[src/rtl/noc_pkg.sv]
// Shared NoC definitions: flit type codes, arbiter state encoding and
// the sel decode used by the output-port switch arbiter.
package noc_pkg;

    localparam int PORTW = 5;
    localparam int DATAW = 33;
    localparam int VCHW  = 2;

    localparam logic [1:0] TYPE_NONE = 2'b00;
    localparam logic [1:0] TYPE_HEAD = 2'b01;
    localparam logic [1:0] TYPE_DATA = 2'b10;
    localparam logic [1:0] TYPE_TAIL = 2'b11;

    typedef enum logic [1:0] {
        IDLE  = 2'b00,
        LOCK0 = 2'b01,
        LOCK1 = 2'b10
    } arb_state_e;

    function automatic logic [1:0] sel_onehot(input arb_state_e st);
        case (st)
            LOCK0:   sel_onehot = 2'b01;
            LOCK1:   sel_onehot = 2'b10;
            default: sel_onehot = 2'b00;
        endcase
    endfunction

endpackage

[src/rtl/rr_pick2.sv]
// Two-input round-robin winner: the input that did not win last time
// has priority; the other wins only when it requests alone.
module rr_pick2 (
    input  logic [1:0] req,
    input  logic       last,
    output logic       any,
    output logic       win
);

    // Priority pick between the two head requests.
    always_comb begin
        any = req[0] | req[1];
        if (req[~last]) begin
            win = ~last;
        end else begin
            win = last;
        end
    end

endmodule

[src/rtl/mux_sw_arbiter.sv]
// Packet-locking round-robin arbiter for a 2:1 output-port mux: holds the
// port on one input from HEAD through TAIL and enforces a packet length cap.
module mux_sw_arbiter #(
    parameter int TYPEW  = 2,
    parameter int PORTW  = noc_pkg::PORTW,
    parameter int MAXLEN = 64
) (
    input  logic             clk,
    input  logic             rst_,
    input  logic [TYPEW-1:0] itype_0,
    input  logic             ivalid_0,
    input  logic [TYPEW-1:0] itype_1,
    input  logic             ivalid_1,
    input  logic             ordy,
    output logic [PORTW-1:0] sel,
    output logic             grant_0,
    output logic             grant_1,
    output logic             busy,
    output logic             err_seq,
    output logic             err_len
);
    import noc_pkg::*;

    localparam int               CNTW     = $clog2(MAXLEN + 1);
    localparam logic [CNTW-1:0]  CNT_ZERO = {CNTW{1'b0}};
    localparam logic [CNTW-1:0]  CNT_ONE  = CNTW'(1);
    localparam logic [CNTW-1:0]  CNT_LAST = CNTW'(MAXLEN - 1);
    localparam logic [TYPEW-1:0] T_HEAD   = TYPEW'(TYPE_HEAD);
    localparam logic [TYPEW-1:0] T_DATA   = TYPEW'(TYPE_DATA);
    localparam logic [TYPEW-1:0] T_TAIL   = TYPEW'(TYPE_TAIL);

    arb_state_e       state_r;
    logic             last_r;
    logic [CNTW-1:0]  cnt_r;

    logic [1:0]       hreq_s;
    logic             any_s;
    logic             win_s;
    logic             lock_valid_s;
    logic [TYPEW-1:0] lock_type_s;
    logic             lock_grant_s;
    logic             tail_s;
    logic             len_hit_s;
    logic             stray_s;
    logic [PORTW-1:0] sel_s;

    rr_pick2 u_pick (
        .req  (hreq_s),
        .last (last_r),
        .any  (any_s),
        .win  (win_s)
    );

    // Head requests, locked-input view and the per-cycle transfer decision.
    always_comb begin
        hreq_s[0] = ivalid_0 && (itype_0 == T_HEAD);
        hreq_s[1] = ivalid_1 && (itype_1 == T_HEAD);
        case (state_r)
            LOCK0: begin
                lock_valid_s = ivalid_0;
                lock_type_s  = itype_0;
            end
            LOCK1: begin
                lock_valid_s = ivalid_1;
                lock_type_s  = itype_1;
            end
            default: begin
                lock_valid_s = 1'b0;
                lock_type_s  = {TYPEW{1'b0}};
            end
        endcase
        lock_grant_s = lock_valid_s && ordy;
        tail_s       = (lock_type_s == T_TAIL);
        len_hit_s    = lock_grant_s && !tail_s && (cnt_r == CNT_LAST);
        // DATA/TAIL with no lock held is a sequencing error; it is never granted.
        stray_s      = (state_r == IDLE) &&
                       ((ivalid_0 && ((itype_0 == T_DATA) || (itype_0 == T_TAIL))) ||
                        (ivalid_1 && ((itype_1 == T_DATA) || (itype_1 == T_TAIL))));
    end

    // Mux select decoded straight from the state register.
    always_comb begin
        sel_s      = {PORTW{1'b0}};
        sel_s[1:0] = sel_onehot(state_r);
    end

    // Lock FSM, round-robin pointer and flit counter.
    always_ff @(posedge clk or negedge rst_) begin
        if (!rst_) begin
            state_r <= IDLE;
            last_r  <= 1'b1;
            cnt_r   <= CNT_ZERO;
        end else begin
            case (state_r)
                IDLE: begin
                    cnt_r <= CNT_ZERO;
                    if (any_s) begin
                        state_r <= win_s ? LOCK1 : LOCK0;
                        last_r  <= win_s;
                    end else begin
                        state_r <= IDLE;
                    end
                end
                LOCK0, LOCK1: begin
                    if (lock_grant_s && tail_s) begin
                        // Hand over at the tail edge so back-to-back packets need no bubble.
                        cnt_r <= CNT_ZERO;
                        if (any_s) begin
                            state_r <= win_s ? LOCK1 : LOCK0;
                            last_r  <= win_s;
                        end else begin
                            state_r <= IDLE;
                        end
                    end else if (len_hit_s) begin
                        cnt_r   <= CNT_ZERO;
                        state_r <= IDLE;
                    end else if (lock_grant_s) begin
                        cnt_r <= cnt_r + CNT_ONE;
                    end else begin
                        cnt_r <= cnt_r;
                    end
                end
                default: begin
                    state_r <= IDLE;
                    cnt_r   <= CNT_ZERO;
                end
            endcase
        end
    end

    assign sel     = sel_s;
    assign grant_0 = lock_grant_s && (state_r == LOCK0);
    assign grant_1 = lock_grant_s && (state_r == LOCK1);
    assign busy    = (state_r != IDLE);
    assign err_seq = rst_ && stray_s;
    assign err_len = len_hit_s;

endmodule

[config.mk]
export PLATFORM = sky130hd
export DESIGN_NAME = mux_sw_arbiter
export DESIGN_NICKNAME = d
export VERILOG_FILES = /design/src/rtl/noc_pkg.sv /design/src/rtl/rr_pick2.sv /design/src/rtl/mux_sw_arbiter.sv
export SDC_FILE = /design/constraint.sdc
export NUM_CORES = 1
export LEC_CHECK = 0
export ABC_AREA = 1
export CAP_MARGIN = 20
export CORE_MARGIN = 2
export CORE_UTILIZATION = 50
export DETAILED_ROUTE_END_ITERATION = 12
export GPL_TIMING_DRIVEN = 0
export PLACE_DENSITY = 0.76
export SYNTH_ARGS = -nofsm -noshare
export SYNTH_HDL_FRONTEND = slang
export SYNTH_SLANG_ARGS = --single-unit
[constraint.sdc]
create_clock -name clk -period 1.8 [get_ports clk]
set_input_delay 0.18 -clock clk [delete_from_list [all_inputs] [get_ports clk]]
set_output_delay 0.18 -clock clk [all_outputs]
set_load 0.01 [all_outputs]
==> impl_results.md, run 1 <==
* Hold Crit Class: input port to async pin
* Max Root-Sink Buffers at 2
* Largest net degree at the start of global routing at 10
* Placed cells at between 150 and 200
* Synthesized netlist cell count at between 100 and 150
* Die Y at between 40 and 50 microns
* Die width at 46.54 microns
* Final Hold Viols at 0
* WHS at 0.003119 ns
* Vias at ~870
* Clk root buf: clkbuf_4
* Num rows at 15
* # clock sinks at 10
* CTS buffer count at 3
* # IOs at 19
* Layout cells sized above 1 at 28.76%
* RD Place Congestion at slightly below 0.8
* Worst R2R Path Depth at 10
* Vias in the first global route at ~700
* DRT Wirelength at between 2 and 2.5 mm
* Commonest register cell after synthesis: dfrtp_1
* Unrepaired setup endpoints after global routing: yes
* Final std cells w/o fill at between 150 and 200
* Final Cycle Share at a little over nine tenths
* Synth async-reset ratio at between 90% and 100%
* Synthesis Warnings at 0
* Avg Cell Area, Syn at 7.476 sq um
* # DRC at 0
* Largest area contributor in the netlist: dfrtp_1
* Post-synthesis sequential area ratio at approximately 28%
* Critical R2R Capture: last_r
* CTS clock-pin slew for the worst setup and hold paths at around 0.070 ns
* DPL Wire Length at about 1.3 mm
* Ant diodes at 0
* Switch share at between 40% and 50%
* P_sw at about 0.52 mW
* DIE AREA at between 0.002 and 0.0025 sq mm
* Netlist cell types at 26
* Leakage at about 0.6 nW
* Clk pwr share at around 15%
* Top-count cell post-synth: nand2_1
* CP required at between 1.5 and 2 ns
* Setup crit end kind: primary output
* Max-cap violations at 0
* Starting density of the core at a little over half
* Cell Pwr Density at 943.4 mW/mm^2
* Total track usage at 20.56%
* Clock Skew at 0.004655 ns
* Layout Nets at 170
* Endpoints failing setup at 0
* Final min period at 1.779 ns
* First-pass GRT wire length at ~3.1 mm
* Synthesis-to-finish area growth at 38.31%
* Synth top area share at 24.90%
* R2r setup slk at between 0.1 and 0.15 ns
* Total core area at between 0.0015 and 0.002 sq mm
* Post-Synthesis Cell Area at 904.6 sq um
* Max Clk Rate at between 0.5 and 0.6 GHz
* Worst-case vdd ir drop at 0.0007045 V
* CP Class: register to primary output
* Arr. time, crit path at between 1.5 and 2 ns
* Status: complete, no violations
* DR WL/cell at approximately 13 microns
* Slew Viols, Final at 0
* Sequential share of power at between 20% and 30%
* Grt ovf at 0
* DR vias/cell at slightly below 5
* Worst setup SP type: register
* Number of synthesized register bits at 10
* Top cells by count, synth: nand2_1 (36), inv_1 (12), nand3_1 (11), nor2_1 (11), dfrtp_1 (9)
* Clk_lat worst skew at slightly below 0.3 ns
* Most area-consuming cells after synthesis: dfrtp_1 (25%), nand2_1 (15%), ha_1 (9.7%)
* Routed Antenna Nets at 0
* Initial antenna violation count at 0
* Logic gate share of total power at approximately three fifths
* Crit path max fanout at 4
* H-Tree Depth at 1
* Initial DRT Pass Iterations at 4
* Worst r2r src: state_r[1]
* CTS tree: built
* Post-synth EDFFs at 0
* Number of port buffers at 15
* P_int at around 0.66 mW
* Number of DRC markers in iteration 0 at 24
## metrics by stage
stage / util (%) / worst slack (ns) / setup TNS, ns / total power [mW] / area, sq um
finish: 73.26 / 0.02100 / 0 / 1.180 / 1251
global route: 73.26 / -0.05801 / -0.07242 / 1.248 / 1251
CTS: 69.96 / -0.02738 / -0.02738 / 1.079 / 1195
detailed placement: 64.03 / -0.4108 / -0.8005 / 0.8288 / 1094
global placement: 64.03 / -0.3828 / -0.7363 / 0.8184 / 1094
floorplan: - / 0.2295 / 0 / 0.6829 / 912.1
## cell families after synthesis
group	after synthesis	share of synthesized area, %
xor+xnor	2	1.937
mux	1	1.107
buf+inv	17	9.128
compound gates	9	5.671
simple gates	74	44.26
other cells	1	0.4145
fa+ha+maj	7	9.681
flops	10	27.80
## cell type report
type	count	area, sq um
Sequential cell	10	251.5
Buffer	4	37.54
Fill cell	133	456.7
Tap cell	25	31.28
Inverter	13	48.80
Timing Repair Buffer	26	226.5
Multi-Input combinational cell	96	629.4
Clock buffer	4	26.28
## routing by layer
metal,GRT usage [%],vias to the layer above,share of wire (%)
met4,6.857,0,1.4
met5,0,-,0
met2,32.22,28,48
li1,-,441,-
met3,5.098,3,6.1
met1,27.38,394,44
## power groups by stage
stage          registers, mW  clock network [mW]  logic (mW)
3_3_place_gp           0.297                   0       0.521
4_1_cts                0.285               0.175       0.618
5_1_grt                0.292               0.188       0.769
3_5_place_dp           0.300                   0       0.529
6_report               0.288               0.180       0.713
2_1_floorplan          0.291                   0       0.392
## state kept, by name, indices dropped and copies added (netlist names)
| signal | count |
|---|---|
| cnt_r | 7 |
| last_r | 1 |
| state_r | 2 |
## layout by cell type (no fill, tap or decap), types with 3 or more instances in the layout
cell             instances
a21oi_1                  3
buf_4                   13
clkbuf_4                 3
clkdlybuf4s50_1          9
conb_1                   3
dfrtp_1                  9
ha_1                     4
ha_4                     3
inv_1                    9
inv_2                    4
nand2_1                 35
nand2_2                  4
nand2_4                  3
nand3_1                 11
nor2_1                  11
o21ai_0                  3
## worst max-delay path, cell delays in order (launching register included)
cell,delay [ns]
dfrtp_1,0.40
inv_2,0.10
buf_4,0.12
ha_4,0.14
nand2_1,0.05
nand2_1,0.13
nand3_4,0.12
nand4_4,0.11
inv_2,0.04
buf_6,0.11
## how the worst max path moves through the flow
stage / from / slack [ns] / depth (start not counted) / endpoint
2_1_floorplan: state_r[0] / 0.23 / 7 / err_len
3_3_place_gp: state_r[0] / -0.38 / 8 / err_len
3_5_place_dp: state_r[0] / -0.41 / 8 / err_len
4_1_cts: state_r[1] / -0.03 / 8 / err_len
5_1_grt: state_r[1] / -0.06 / 9 / err_len
6_report: state_r[1] / 0.02 / 9 / err_len
## timing repair
item / 4_1_cts / 5_1_grt
gates resized for setup: 18 / 11
hold buffers: 1 / 0
hold endpoints to repair: 9 / 0
pin swaps: 1 / 0
setup buffers: 6 / 4
endpoints found under the setup margin: 5 / 4
Note: power is estimated with default switching activity, not from simulation.
==> run 2: changes to the inputs <==
CORE_MARGIN = 4   (was 2)
CORE_UTILIZATION = 48   (was 50)
PLACE_DENSITY = 0.75   (was 0.76)
SYNTH_HIERARCHICAL = 1   (was default)
==> impl_results.md, run 2 <==
* Vias at 811 (-6.4%)
* Largest net degree at the start of global routing at 10 (unchanged)
* XOR/XNOR Fraction of Synth Area at 4.275% (+2.3 points)
* Avg Cell Area, Syn at 6.945 sq um (-7.1%)
* # DRC at 0 (unchanged)
* Max Clk Rate at 0.5629 GHz (+0.14%)
* # clock sinks at 10 (unchanged)
* Worst setup SP type: register
* Die width at 49.32 microns (+6.0%)
* Largest regs: cnt_r: 7 flops, state_r: 2 flops, last_r: 1 flops
* Most common cell after layout, fill and taps aside: nand2_1
* Design area at 0.001169 sq mm (-6.6%)
* Post-synthesis sequential area ratio at 30.69% (+2.9 points)
* First-pass GRT wire length at 3.222 mm (+4.0%)
* Most frequent cells in the layout: nand2_1 (37), inv_1 (13), nor2_1 (12), buf_4 (12), clkdlybuf4s50_1 (10)
* Max Root-Sink Buffers at 2 (unchanged)
* Layout cells sized above 1 at 24.83% (-3.9 points)
* Top reg by flops: cnt_r
* CP bufs+invs at 3 (-1)
* CP required at 1.62 ns (about the same)
* Final Hold Viols at 0 (unchanged)
* Final min period at 1.777 ns (-0.002466 ns)
* Clock Skew at 0.001163 ns (-0.003492 ns)
* Num rows at 14 (-1)
* Reg area at 251.5 sq um (unchanged)
* Area of the multi-input gates at 546.8 sq um (-13%)
* Synthesis Warnings at 6 (+6)
* Arr. time, crit path at 1.60 ns (about the same)
* CTS tree: built
* Ant diodes at 0 (unchanged)
* DR vias/cell at 4.915 (+1.0%)
* Total track usage at 17.06% (-3.5 points)
* Synth async-reset ratio at 100.0% (unchanged)
* Main combinational cell family by area after synthesis: simple AND/OR/NAND/NOR gates
* Compound-cell area share of the yosys netlist at 3.053% (-2.6 points)
* Total core area at 0.001559 sq mm (-8.7%)
* CTS buffer count at 3 (unchanged)
* Synth top area share at 27.48% (+2.6 points)
* Post-Synth Adder-Cell Area at 10.69% (+1.0 points)
* RD Place Congestion at 0.7600 (-3.2%)
* Largest area contributor in the netlist: dfrtp_1
* Worst r2r src: state_r[0]
* Max reg flops at 7 (unchanged)
* Slowest CP cell: dfrtp_1
* Synthesis-to-finish area growth at 42.60%
* Slew Viols, Final at 0 (unchanged)
* Largest stage delay on the critical path at 0.40 ns (about the same)
* CP Class: register to primary output
* Unrepaired setup endpoints after global routing: yes
* Crit path max fanout at 5 (+1)
* Status: complete, no violations
* Initial DRT Pass Iterations at 4 (unchanged)
* Placed Area at 997.2 sq um (-8.8%)
* Routed Antenna Nets at 0 (unchanged)
* Worst-case vdd ir drop at 0.0007230 V (+2.6%)
* CP Launch Point: state_r[0]
* DIE AREA at 0.002432 sq mm (+12%)
* Final Cycle Share at 98.70% (-0.14 points)
* DRT Wirelength at 2.121 mm (-5.4%)
* Clk root buf: clkbuf_4
* Commonest register cell after synthesis: dfrtp_1
* Leakage at 0.5823 nW (-2.5%)
* Grt ovf at 0 (unchanged)
* # IOs at 19 (unchanged)
* Clk_lat worst skew at 0.26 ns (-0.03 ns)
* Endpoints failing setup at 0 (unchanged)
* Number of synthesized register bits at 10 (unchanged)
* H-Tree Depth at 1 (unchanged)
* Setup crit end kind: primary output
* Hold Crit Class: input port to async pin
* Netlist cell types at 22 (-15%)
* Initial antenna violation count at 0 (unchanged)
* Post-Synthesis Cell Area at 819.5 sq um (-9.4%)
* Starting density of the core at 52.57% (-0.40 points)
* Layout Nets at 166 (-2.4%)
* Number of DRC markers in iteration 0 at 11 (-54%)
* Crit path max-delay family: simple AND/OR/NAND/NOR gates
* DR WL/cell at 12.85 microns (+2.0%)
* Final std cells w/o fill at 165 (-7.3%)
* Top cells by count, synth: nand2_1 (38), inv_1 (17), nor2_1 (12)
* Synthesized netlist cell count at 118 (-2.5%)
* Placed cells at 151 (-7.4%)
* Most area-consuming cells after synthesis: dfrtp_1 (27%), nand2_1 (17%), ha_1 (11%)
* Post-synth EDFFs at 0 (unchanged)
* Top-count cell post-synth: nand2_1
* Crit-path cells: buf_4 -> ha_4 -> nand2_1 -> nand2_1 -> nand3_2 -> nand3_4 -> inv_2 -> buf_6
* DPL Wire Length at 1.301 mm (-2.9%)
* Number of port buffers at 15 (unchanged)
* Die Y at 49.32 microns (+6.0%)
* Most frequent CP cell: nand2_1
* Fillers at 109 (-18%)
* Post-synthesis simple-gate area fraction at 39.85% (-4.4 points)
* CTS clock-pin slew for the worst setup and hold paths at 0.07 ns (about the same)
* Vias in the first global route at 733 (+5.5%)
* Max-cap violations at 0 (unchanged)
* Multiplexer share of the synthesized area at 0% (-1.1 points)
* Cell Pwr Density at 973.3 mW/mm^2 (+3.2%)
[run 2: report_power, final]
group,leakage [nW],switching (mW),internal [mW],total (mW)
logic,0.427,0.363,0.282,0.644
clock network,0.0210,0.0772,0.123,0.200
registers,0.135,0.0274,0.266,0.293
[run 2: worst paths after layout]
check	endpoint	slack [ns]	cells past startpoint
max	err_len	0.02	8
min	last_r	0.02	1
max reg2reg	cnt_r[1]	0.15	10
min reg2reg	last_r	0.47	2
max in group asynchronous	cnt_r[2]	0.91	2
min in group clk	last_r	0.47	2
[run 2: metrics by stage]
step	TNS (ns)	hold slack (ns)	total power, mW	utilization [%]	setup slack (ns)
2_1_floorplan	0	-0.1156	0.6268	-	0.2741
3_3_place_gp	-0.8264	0.4607	0.7648	63.96	-0.3354
3_5_place_dp	-0.9144	0.4644	0.7748	63.96	-0.3549
4_1_cts	-0.1725	0.02167	1.038	69.02	-0.1725
5_1_grt	-0.07273	0.02077	1.237	74.96	-0.06765
6_report	0	0.01827	1.137	74.96	0.02347
[run 2: cell families (layout without fill, tap and decap cells)]
logic type | Yosys count | count (layout)
other cells | 1 | 3
flops | 10 | 10
fa+ha+maj | 7 | 7
buf+inv | 21 | 50
xor+xnor | 4 | 4
compound gates | 5 | 5
simple gates | 70 | 70
[run 2: timing repair]
item                                    4_1_cts  5_1_grt
resized for setup                            12       16
hold buffers                                  1        0
endpoints found under the hold margin         9        0
pin swaps                                     0        3
setup buffers                                 2        7
endpoints found under the setup margin        5        3
[run 2: final cells by class]
cell class,instances,area share [%]
plain buffers,3,1.927
clock buffers,4,3.105
inverters,18,5.996
multi-input cells,89,46.79
flip-flops and latches,10,21.52
well taps,16,1.713
repair buffers,25,18.95
[run 2: routing by layer]
layer / up-vias / global-route usage [%] / share of wire [%]
met1: 375 / 22.22 / 45
met2: 16 / 26.56 / 49
met3: 4 / 4.281 / 4.6
li1: 416 / - / -
met5: - / 0 / 0
met4: 0 / 7.109 / 1.2
==> run 3: changes to the inputs <==
CORE_UTILIZATION = 44   (was 48)
PLACE_DENSITY = 0.72   (was 0.75)
clock period = 1.44 ns   (was 1.8 ns; I/O delays follow)
==> impl_results.md, run 3 (synthesized netlist as in run 2, its figures left out) <==
* Status: finished with violations
* Failing checks: negative setup slack
* H-Tree Depth at 1 (unchanged)
* Number of port buffers at 15 (unchanged)
* DPL Wire Length at 1.395 mm (+7.3%)
* DIE AREA at 0.002617 sq mm (+7.6%)
* CTS buffer count at 3 (unchanged)
* CP required at 1.30 ns (-0.32 ns)
* Unrepaired setup endpoints after global routing: yes
* Vias at 829 (+2.2%)
* Util after Layout at 68.96% (-6.0 points)
* Placed Area at 0.001026 sq mm (+2.9%)
* Setup ws final at -0.2515 ns (-0.2750 ns)
* RD Place Congestion at 0.7783 (+2.4%)
* Most common cell after layout, fill and taps aside: nand2_1
* Routed Antenna Nets at 0 (unchanged)
* Design area at 0.001204 sq mm (+3.0%)
* Final std cells w/o fill at 177 (+7.3%)
* R2r setup slk at -0.17 ns (-0.32 ns)
* Vias in the first global route at 846 (+15%)
* Worst-case vdd ir drop at 0.0009326 V (+29%)
* DR vias/cell at 4.684 (-4.7%)
* Crit-path cells: inv_2 -> ha_4 -> buf_4 -> nand3_4 -> nand3_4 -> inv_2 -> buf_6
* # DRC at 0 (unchanged)
* Ant diodes at 0 (unchanged)
* CTS clock-pin slew for the worst setup and hold paths at 0.06 ns (about the same)
* # clock sinks at 10 (unchanged)
* Final Hold Viols at 0 (unchanged)
* Layout cells sized above 1 at 33.55% (+8.7 points)
* CTS tree: built
* Top reg by flops: cnt_r
* Worst setup SP type: register
* Die width at 51.16 microns (+3.7%)
* Largest stage delay on the critical path at 0.41 ns (about the same)
* Hold Crit Class: input port to async pin
* Cell Pwr Density at 1228 mW/mm^2 (+26%)
* First-pass GRT wire length at 3.712 mm (+15%)
* Max reg flops at 7 (unchanged)
* Crit path max fanout at 5 (unchanged)
* Total track usage at 19.41% (+2.3 points)
* Initial antenna violation count at 0 (unchanged)
* Worst r2r src: state_r[0]
* Clock Skew at 0.0005746 ns (-0.0005888 ns)
* Endpoints failing setup at 15 (+15)
* Initial DRT Pass Iterations at 4 (unchanged)
* # IOs at 19 (unchanged)
* CP bufs+invs at 4 (+1)
* Number of DRC markers in iteration 0 at 16 (+5)
* Worst R2R Path Depth at 9 (-1)
* Final Cycle Share at 117.5%
* CP Class: register to primary output
* TNS Setup at -1.998 ns (-1.998 ns)
* Fillers at 152 (+39%)
* DR WL/cell at 11.95 microns (-7.0%)
* Most frequent cells in the layout: nand2_1 (33), inv_1 (13), buf_4 (12)
* Max Root-Sink Buffers at 2 (unchanged)
* Max Clk Rate at between 0.5 and 0.6 GHz
* Largest regs: cnt_r: 7 flops, state_r: 2 flops, last_r: 1 flops
* Slowest CP cell: dfrtp_1
* Starting density of the core at 46.95% (-5.6 points)
* Placed cells at 160 (+6.0%)
* Num rows at 15 (+1)
* Total core area at 0.001745 sq mm (+12%)
* Slew Viols, Final at 0 (unchanged)
* DRT Wirelength at 2.116 mm (-0.24%)
* Layout Nets at 169 (+1.8%)
* Die Y at 51.16 microns (+3.7%)
* Setup crit end kind: primary output
* Max-cap violations at 0 (unchanged)
* Synthesis-to-finish area growth at 46.87%
* Crit path max-delay family: buffers and inverters
* Final min period at 1.691 ns
* Clk root buf: clkbuf_4
* Grt ovf at 0 (unchanged)
* Critical R2R Capture: state_r[0]
* Arr. time, crit path at 1.55 ns (-0.05 ns)
* Leakage at 0.6073 nW (+4.3%)
* Largest net degree at the start of global routing at 10 (unchanged)
* Clk_lat worst skew at 0.27 ns (about the same)
==> run 3: changes by cell type in the layout (fill, tap and decap cells not counted), sizes merged <==
cell	before	now
buf	13	21
clkdlybuf4s50	10	7
dlygate4sd2	2	1
clkdlybuf4s15	1	0
==> run 3: report_power, final <==
part           internal, mW  switching [mW]
Clock                 0.154           0.100
Sequential            0.332          0.0380
Combinational         0.370           0.483
==> run 3: worst register-to-register path: stages (launching register included) <==
cell and delay (ns):
dfrtp_1 0.40, inv_2 0.10, ha_4 0.29, buf_4 0.15, nand3_4 0.10, nand3_4 0.10, buf_4 0.14, nand2_4 0.08
nand2_1 0.10, nand2_1 0.05
==> run 3: final cells by class <==
class                      count  area [sq um]  share of cell area [%]
sequential                    10         251.5                   20.89
clock buffer                   4         36.28                   3.015
tap                           25         31.28                   2.599
timing repair buffer          28         231.5                   19.23
inverter                      18         67.56                   5.613
buffer                         3         22.52                   1.871
multi-input combinational     89         563.0                   46.78
==> run 3: worst max-delay path by stage <==
stage	startpoint	endpoint	slack [ns]	cells after the start
2_1_floorplan	state_r[1]	state_r[0]	0.01	10
3_3_place_gp	state_r[1]	err_len	-0.55	9
3_5_place_dp	state_r[1]	err_len	-0.58	9
4_1_cts	state_r[0]	err_len	-0.25	7
5_1_grt	state_r[0]	grant_1	-0.35	8
6_report	state_r[0]	err_len	-0.25	7
==> run 3: per-stage QoR <==
step                      hold WS (ns)  setup slack, ns  power [mW]
after floorplan                -0.1516          0.01260      0.8235
after global placement          0.4580          -0.5530       1.003
after detailed placement        0.4609          -0.5805       1.020
after CTS                     0.007603          -0.2481       1.386
after global routing           0.03123          -0.3474       1.612
final                          0.02246          -0.2515       1.478
==> run 3: repair_timing <==
action | CTS | global route
pin swaps | 3 | 3
setup buffers | 9 | 3
gates resized for setup | 37 | 13
endpoints found under the setup margin | 17 | 17
hold endpoints to repair | 9 | 0
hold buffers | 1 | 0
==> run 3: per-layer routing <==
| layer | share of wire (%) | vias to the layer above | track usage (%) | wire length (microns) |
|---|---|---|---|---|
| met2 | 52 | 18 | 32.40 | 1090 |
| met3 | 4.0 | 10 | 5.831 | 85 |
| li1 | - | 423 | - | - |
| met4 | 4.1 | 0 | 10.76 | 86 |
| met1 | 40 | 378 | 21.84 | 853 |
| met5 | 0 | - | 0 | 0 |
